===== src/rtl/axi_rd_arbiter.sv =====
// Multi-client AXI read arbiter: per-client request FSMs share one AR channel, R beats routed by rid.
// Optional macro ARB_ROUND_ROBIN_EN selects round-robin grant; default is fixed lowest-index priority.
module axi_rd_arbiter #(
    parameter int unsigned NPORT     = 2,
    parameter int unsigned BURST_LEN = 4,
    parameter int unsigned ID_W      = 4
) (
    input  logic                          aclk,
    input  logic                          aresetn,
    input  logic [NPORT-1:0]              req_valid,
    output logic [NPORT-1:0]              req_ready,
    input  logic [NPORT-1:0]              req_cached,
    input  logic [NPORT*32-1:0]           req_addr,
    output logic [NPORT-1:0]              rsp_valid,
    output logic [NPORT*BURST_LEN*32-1:0] rsp_block,
    output logic [ID_W-1:0]               arid,
    output logic [31:0]                   araddr,
    output logic [7:0]                    arlen,
    output logic [2:0]                    arsize,
    output logic [1:0]                    arburst,
    output logic                          arvalid,
    input  logic                          arready,
    input  logic [ID_W-1:0]               rid,
    input  logic [31:0]                   rdata,
    input  logic [1:0]                    rresp,
    input  logic                          rlast,
    input  logic                          rvalid,
    output logic                          rready
);
    localparam int unsigned BLK_W = BURST_LEN * 32;
    localparam int unsigned CNT_W = $clog2(BURST_LEN) + 1;
    localparam int unsigned OFF_W = $clog2(BURST_LEN) + 2;
    localparam int unsigned PTR_W = (NPORT > 1) ? $clog2(NPORT) : 1;
    localparam logic [31:0] BLK_MASK = ~((32'd1 << OFF_W) - 32'd1);

    typedef enum logic [1:0] {ST_IDLE, ST_PEND, ST_DATA, ST_DONE} state_e;

    state_e                      state_q [NPORT];
    state_e                      state_d [NPORT];
    logic [NPORT-1:0][31:0]      addr_q, addr_d;
    logic [NPORT-1:0]            cached_q, cached_d;
    logic [NPORT-1:0][CNT_W-1:0] cnt_q, cnt_d;
    logic [NPORT-1:0][BLK_W-1:0] blk_q, blk_d;
    logic [NPORT-1:0]            req_ready_q, req_ready_d;
    logic [NPORT-1:0]            rsp_valid_q, rsp_valid_d;
    logic                        rready_q;
    logic                        arvalid_q, arvalid_d;
    logic [ID_W-1:0]             arid_q, arid_d;
    logic [31:0]                 araddr_q, araddr_d;
    logic [7:0]                  arlen_q, arlen_d;
    logic                        sel_found;
    logic [PTR_W-1:0]            sel_idx;
    logic                        ar_fire;
    logic                        r_fire;
    logic                        unused_rresp;
`ifdef ARB_ROUND_ROBIN_EN
    logic [PTR_W-1:0]            ptr_q, ptr_d;
`endif

    assign unused_rresp = ^rresp;
    assign ar_fire = arvalid_q & arready;
    assign r_fire  = rvalid & rready_q & (32'(rid) < NPORT);

    // Grant selection among PEND clients
    always_comb begin : arb_select
        sel_found = 1'b0;
        sel_idx   = '0;
`ifdef ARB_ROUND_ROBIN_EN
        for (int unsigned k = 0; k < NPORT; k++) begin
            if (!sel_found && state_q[(32'(ptr_q) + k) % NPORT] == ST_PEND) begin
                sel_found = 1'b1;
                sel_idx   = PTR_W'((32'(ptr_q) + k) % NPORT);
            end
        end
`else
        for (int unsigned k = 0; k < NPORT; k++) begin
            if (!sel_found && state_q[k] == ST_PEND) begin
                sel_found = 1'b1;
                sel_idx   = PTR_W'(k);
            end
        end
`endif
    end

    always_comb begin : next_state
        arvalid_d   = arvalid_q;
        arid_d      = arid_q;
        araddr_d    = araddr_q;
        arlen_d     = arlen_q;
        addr_d      = addr_q;
        cached_d    = cached_q;
        cnt_d       = cnt_q;
        blk_d       = blk_q;
        req_ready_d = req_ready_q;
        rsp_valid_d = rsp_valid_q;
        for (int unsigned i = 0; i < NPORT; i++) state_d[i] = state_q[i];
`ifdef ARB_ROUND_ROBIN_EN
        ptr_d = ptr_q;
        if (ar_fire) ptr_d = PTR_W'((32'(arid_q) + 1) % NPORT);
`endif

        // AR payload frozen while arvalid is high; new grant only once the channel is free
        if (ar_fire) arvalid_d = 1'b0;
        if (!arvalid_q && sel_found) begin
            arvalid_d = 1'b1;
            arid_d    = ID_W'(sel_idx);
            araddr_d  = cached_q[sel_idx] ? (addr_q[sel_idx] & BLK_MASK) : addr_q[sel_idx];
            arlen_d   = cached_q[sel_idx] ? 8'(BURST_LEN - 1) : 8'd0;
        end

        for (int unsigned i = 0; i < NPORT; i++) begin
            case (state_q[i])
                ST_IDLE: if (req_valid[i]) begin
                    state_d[i]  = ST_PEND;
                    addr_d[i]   = req_addr[i*32 +: 32];
                    cached_d[i] = req_cached[i];
                    cnt_d[i]    = '0;
                    blk_d[i]    = '0;
                end
                ST_PEND: if (ar_fire && arid_q == ID_W'(i)) state_d[i] = ST_DATA;
                ST_DATA: if (r_fire && rid == ID_W'(i) && cnt_q[i] < CNT_W'(BURST_LEN)) begin
                    for (int unsigned w = 0; w < BURST_LEN; w++) begin
                        if (cnt_q[i] == CNT_W'(w)) blk_d[i][w*32 +: 32] = rdata;
                    end
                    cnt_d[i] = cnt_q[i] + CNT_W'(1);
                    if (rlast) state_d[i] = ST_DONE;
                end
                ST_DONE: state_d[i] = ST_IDLE;
                default: state_d[i] = ST_IDLE;
            endcase
            req_ready_d[i] = (state_d[i] == ST_IDLE);
            rsp_valid_d[i] = (state_d[i] == ST_DONE);
        end
    end

    always_ff @(posedge aclk or negedge aresetn) begin
        if (!aresetn) begin
            for (int unsigned i = 0; i < NPORT; i++) state_q[i] <= ST_IDLE;
            addr_q      <= '0;
            cached_q    <= '0;
            cnt_q       <= '0;
            blk_q       <= '0;
            req_ready_q <= '1;
            rsp_valid_q <= '0;
            rready_q    <= 1'b0;
            arvalid_q   <= 1'b0;
            arid_q      <= '0;
            araddr_q    <= '0;
            arlen_q     <= '0;
`ifdef ARB_ROUND_ROBIN_EN
            ptr_q       <= '0;
`endif
        end else begin
            for (int unsigned i = 0; i < NPORT; i++) state_q[i] <= state_d[i];
            addr_q      <= addr_d;
            cached_q    <= cached_d;
            cnt_q       <= cnt_d;
            blk_q       <= blk_d;
            req_ready_q <= req_ready_d;
            rsp_valid_q <= rsp_valid_d;
            rready_q    <= 1'b1;
            arvalid_q   <= arvalid_d;
            arid_q      <= arid_d;
            araddr_q    <= araddr_d;
            arlen_q     <= arlen_d;
`ifdef ARB_ROUND_ROBIN_EN
            ptr_q       <= ptr_d;
`endif
        end
    end

    assign req_ready = req_ready_q;
    assign rsp_valid = rsp_valid_q;
    assign rsp_block = blk_q;
    assign arvalid   = arvalid_q;
    assign arid      = arid_q;
    assign araddr    = araddr_q;
    assign arlen     = arlen_q;
    assign arsize    = 3'd2;
    assign arburst   = 2'b01;
    assign rready    = rready_q;
endmodule


===== config.mk =====
export PLATFORM = sky130hd
export DESIGN_NAME = axi_rd_arbiter
export DESIGN_NICKNAME = d
export VERILOG_FILES = /design/src/rtl/axi_rd_arbiter.sv
export SDC_FILE = /design/constraint.sdc
export NUM_CORES = 1
export LEC_CHECK = 0
export CORE_UTILIZATION = 57
export CTS_BUF_LIST = sky130_fd_sc_hd__clkbuf_16
export DETAILED_ROUTE_END_ITERATION = 10
export DONT_BUFFER_PORTS = 1
export GPL_ROUTABILITY_DRIVEN = 1
export GPL_TIMING_DRIVEN = 1
export PLACE_DENSITY = 0.73
export SLEW_MARGIN = 20
export SYNTH_ARGS = -nofsm -noshare
export SYNTH_HDL_FRONTEND = slang
export SYNTH_SLANG_ARGS = --single-unit

===== constraint.sdc =====
create_clock -name aclk -period 1.8 [get_ports aclk]
set_input_delay 0.18 -clock aclk [delete_from_list [all_inputs] [get_ports aclk]]
set_output_delay 0.18 -clock aclk [all_outputs]
set_load 0.01 [all_outputs]

# Word-level counts from Yosys, hierarchy flattened
# Cells that the tools add are included.
op_classes:
  add_sub_neg: 2
  n_lt_le_gt_ge: 4
  n_eq_ne: 27
  n_mux: 41
  bitwise: 3
  n_reduce_logical: 33
ops:
  columns: ["cell", "count"]
  rows:
  - ["2-to-1 mux 128 bit", 4]
  - ["case mux 128 bit (2 select lines)", 2]
  - ["2-to-1 mux 32 bit", 10]
  - ["AND reduction 4 bit", 8]
  - ["inequality test 2 bit (second input constant)", 12]
  - ["2-to-1 mux 2 bit", 9]
  - ["case mux 2 bit (4 select lines)", 2]
  - ["equality test 2 bit (second input constant)", 6]
  - ["equality test 3 x 2 -> 1 bit (second input constant)", 4]
  - ["2-to-1 mux 3 bit", 4]
  - ["case mux 3 bit (2 select lines)", 2]
  - ["logical AND 1 bit", 8]
  - ["zero test 2 bit", 4]
  - ["zero test 4 bit", 2]
  - ["2-to-1 mux 1 bit", 7]
  - ["adder 3 x 1 -> 3 bit (second input constant)", 2]
  - ["equality test 3 x 1 -> 1 bit (second input constant)", 2]
  - ["zero test 3 bit", 2]
  - ["< comparator 3 bit (second input constant)", 2]
  - ["AND reduction 3 bit", 2]
  - ["nonzero test 2 bit", 3]
  - ["equality test 2 x 1 -> 1 bit (second input constant)", 2]
  - ["equality test 4 x 1 -> 1 bit (second input constant)", 1]
  - ["< comparator 4 x 2 -> 1 bit (second input constant)", 1]
  - ["other kinds (5)", 9]
word_totals:
  register_bits: 379
  input_bits: 111
  out_inout_bits: 311

# Depth between registers and ports, before layout
logic_depth:
  word_depth: 8
  mapped_depth: 7
  mapped_depth_nobuf: 5

# Least setup slack after synthesis
# Ideal clock, no wire load.
synth_path:
  path_kind: "register to register"
  start: "reg state_q[2] (netlist name)"
  end: "reg blk_q (netlist bit rsp_block[74])"
  setup_time_ns: 0.120
  arrival_ns: 1.599
  t_required_ns: 1.680
  slack_ns: 0.081
  path_stages_with_launch: 6
  period_less_slack_ns: 1.719
  path_cell_list: "dfrtp_1 > nor4b_4 > nand4_4 > buf_6 > nand3_1 > o21ai_2"
synth_between:
  elab_chain_len: 3
synth_lines:
  columns: ["item", "line_no", "rtl"]
  rows:
  - ["from (decl)", "38", "state_e state_q [NPORT];"]
  - ["equality test 2 bit or zero test 2 bit (tied branches)", "112", "case (state_q[i])"]
  - ["inequality test 2 bit (no line) or nonzero test 2 bit (tied branches)", null, null]
  - ["AND reduction 4 bit (no line)", null, null]
  - ["to (signal assigned)", "158", "blk_q <= blk_d;"]
  - ["to (decl)", "43", "logic [NPORT-1:0][BLK_W-1:0] blk_q, blk_d;"]
# Parallel ways exist; a longest one is shown, timed or not.
# A chain may end at the register's enable or synchronous reset.

# Worst setup path after layout
layout_path:
  start: "reg state_q[2] (netlist name)"
  end: "reg blk_q (netlist bit rsp_block[80])"
# The elaborated chain is that of the path after synthesis.

==> flow_metrics.py <==
metrics = {
    "cells_and_area": {
        "finish.instance_area_sq_mm": 0.0175,
        "nNetsFinal": 1502,
        "area_growth_syn_to_layout_pct": 16.8,
        "drive_above_1_share_pct": 15.0,
    },
    "worst_setup_path": {
        "critPathCaptureType": "flop",
        "path_delay_family": "simple AND/OR/NAND/NOR gates",
        "cp.arrival_ps": 2070,
        "r2r-start": "state_q[2]$_DFF_PN0_",
        "cp_cell_sequence": "nor4b_4 -> buf_4 -> nand4_4 -> buf_12 -> nand3_1 -> o21ai_2",
        "crit_fanout": 64,
        "r2r_setup_slack_ps": 120,
        "reg2reg_depth": 6,
        "reg2reg_to": "rsp_block[80]$_DFFE_PN0P_",
        "cpMaxStageDelayCell": "dfrtp_1",
        "cp_slowest_stage_delay_ps": 480,
        "cp.required_ps": 2190,
        "start_kind": "flop",
        "crit_type": "flop to flop",
        "worst-path-buf-inv": 2,
    },
    "synthesis": {
        "postSynth.asyncResetShare_pct": 100,
        "synthFlopType": "dfrtp_1",
        "yosysMostFrequentCell": "dfrtp_1",
        "synthCells": 1315,
        "synth_common_cells": "dfrtp_1 (370), nand3_1 (260), o21ai_0 (165)",
        "synth_edf_count": 0,
        "seq_area_frac_synth_pct": 62.2,
        "syn-mean-instance-area_sq_um": 11.4,
        "synth_top_area_cell": "dfrtp_1",
        "synth_cell_types": 39,
        "ys.warnings.count": 0,
        "synth.area.top_cells": "dfrtp_1 (62%), nand3_1 (8.7%), o21ai_0 (5.5%)",
        "yosys.area.top_type_share_pct": 61.8,
        "synth_area_sq_mm": 0.0150,
        "ys_seq_elements": 372,
    },
    "min_path": {
        "hold_class": "input port to asynchronous set/reset pin",
    },
    "clock_network": {
        "clockRootBuffer": "clkbuf_16",
        "max-clock-path-buffers": 3,
        "clk_latency_ps": 510,
        "cts_tree": "done",
        "numCtsBuffers": 38,
        "postCtsSetupBuffers": 0,
        "htreeDepth": 2,
        "clkSinkCount": 372,
        "clk_pin_slew_ps": 60,
        "hold_buffers": 104,
    },
    "placement": {
        "place_area_sq_mm": 0.0151,
        "io_buffers": 0,
        "place_hpwl_um": 25600,
        "gp_congestion": 0.807,
        "post-place-ws_ps": 77.0,
    },
    "global_route": {
        "track_usage_pct": 28.8,
        "grt_max_degree": 373,
        "grt_first_pass_wirelength_um": 59300,
        "grt_pass1_vias": 10200,
        "grt-ovfl-total": 0,
        "antenna_found_initial": 2,
    },
    "routing": {
        "via_count": 10600,
        "ant_nets": 0,
        "wl_um": 39500,
        "drt_pass1_iterations": 5,
        "wl_per_cell_um": 22.7,
        "drc": 0,
        "vias_per_cell": 6.06,
        "drtIter0Drc": 930,
    },
    "job": {
        "cap_violations": 0,
    },
    "timing": {
        "rsz0062_at_grt": "no",
        "skew_ps": 13.3,
        "period_minus_slack_ps": 1680,
        "setup_viol": 0,
        "drv_slew": 0,
        "tightest_slew_ps": 1150,
        "fin_hold_ws_ps": -636,
        "fin_tns_setup_ps": 0,
        "min_period_over_period_pct": 93.6,
        "hold_viol": 371,
        "setup_slack_ps": 115,
        "fmax_mhz": 594,
        "slew_headroom_pct": 23.5,
    },
    "status": {
        "violations": "negative hold slack",
        "status": "complete, but fails checks",
    },
    "floorplan": {
        "die_w_um": 164,
        "die-area_sq_mm": 0.0269,
        "initial_core_util_pct": 58.8,
        "die_h_um": 164,
        "core_area_sq_mm": 0.0255,
        "ios": 422,
        "fp-row-count": 58,
    },
    "power": {
        "peakVddDrop_uv": 1280,
        "p_per_area_mw_per_mm2": 1330,
        "leakagePower_nw": 7.74,
    },
}
flip-flops by register name, summed over array words and instances (netlist names):
register and flops:
addr_q 64, araddr 32, arid 1, arlen 1, arvalid 1, cached_q 2, cnt_q 6, req_ready 2
rready 1, rsp_block 256, rsp_valid 2, state_q 4
metrics by stage:
stage | utilization [%] | cells | power [mW]
after CTS | 68.6 | 1740 | 23.2
after global routing | 68.7 | 1742 | 24.2
final | 68.7 | 1742 | 23.3
after floorplan | - | 1328 | 13.7
after global placement | 59.4 | 1567 | 14.7
after detailed placement | 59.4 | 1567 | 14.9
logic make-up after synthesis:
kind of cell,count (synthesis),synth area share (%)
simple gates,399,13.5
flops,372,62.2
compound gates,303,11.3
buf+inv,130,5.02
mux,99,7.17
fa+ha+maj,10,0.836
other cells,2,0.0502
metal layers:
| metal | routed length [um] | track usage [%] | vias to the layer above |
|---|---|---|---|
| li1 | - | - | 4741 |
| met5 | 0 | 0 | - |
| met2 | 18200 | 43.7 | 455 |
| met3 | 3960 | 9.47 | 108 |
| met1 | 15900 | 38.6 | 5246 |
| met4 | 1490 | 11.1 | 0 |
worst max path at each step:
stage / startpoint / depth (start not counted) / endpoint
CTS: state_q[0]$_DFF_PN0_ / 6 / rsp_block[150]$_DFFE_PN0P_
finish: state_q[2]$_DFF_PN0_ / 6 / rsp_block[80]$_DFFE_PN0P_
global placement: state_q[1]$_DFF_PN0_ / 6 / rsp_block[142]$_DFFE_PN0P_
global route: state_q[2]$_DFF_PN0_ / 6 / rsp_block[93]$_DFFE_PN0P_
floorplan: state_q[2]$_DFF_PN0_ / 5 / rsp_block[74]$_DFFE_PN0P_
detailed placement: state_q[0]$_DFF_PN0_ / 6 / rsp_block[150]$_DFFE_PN0P_
report_power, final:
part           total, mW  switching, mW  internal [mW]
sequential          10.6          0.986           9.60
clock               8.16           3.19           4.96
combinational       4.52           2.48           2.04
area by class of cell:
cell class	count	area [sq um]
Sequential cell	372	9310
Tap cell	330	413
Timing Repair Buffer	134	1440
Antenna cell	2	5.00
Fill cell	1792	7980
Clock buffer	41	1030
Clock inverter	28	278
Multi-Input combinational cell	826	4990
Inverter	9	33.8
layout by cell type, fill, tap and decap left out, types with 2 or more instances in the layout:
master           n
clkinv_2         9
o21ai_1         89
mux2i_1         33
nand4_1          2
nand4_2          4
a21o_1           2
diode_2          2
buf_4           14
nor2b_2          2
dfstp_2          2
inv_1           14
dlygate4sd3_1  104
o21ai_0        165
ha_1            10
clkinv_1         7
a21oi_1          2
nand2_1        105
mux2_2          66
nor4b_4          2
buf_12          13
bufinv_16        6
nand2b_1         2
nand3_1        260
o21ai_2         39
conb_1          15
nor2_1           6
buf_6            3
clkbuf_16       41
nor3_1           4
nand4_4          4
dfrtp_1        370
timing repair:
item,in CTS,in global routing
setup endpoints to repair,0,18
endpoints found under the hold margin,677,372
resized for setup,0,4
Power figures use the tool's default switching activity.
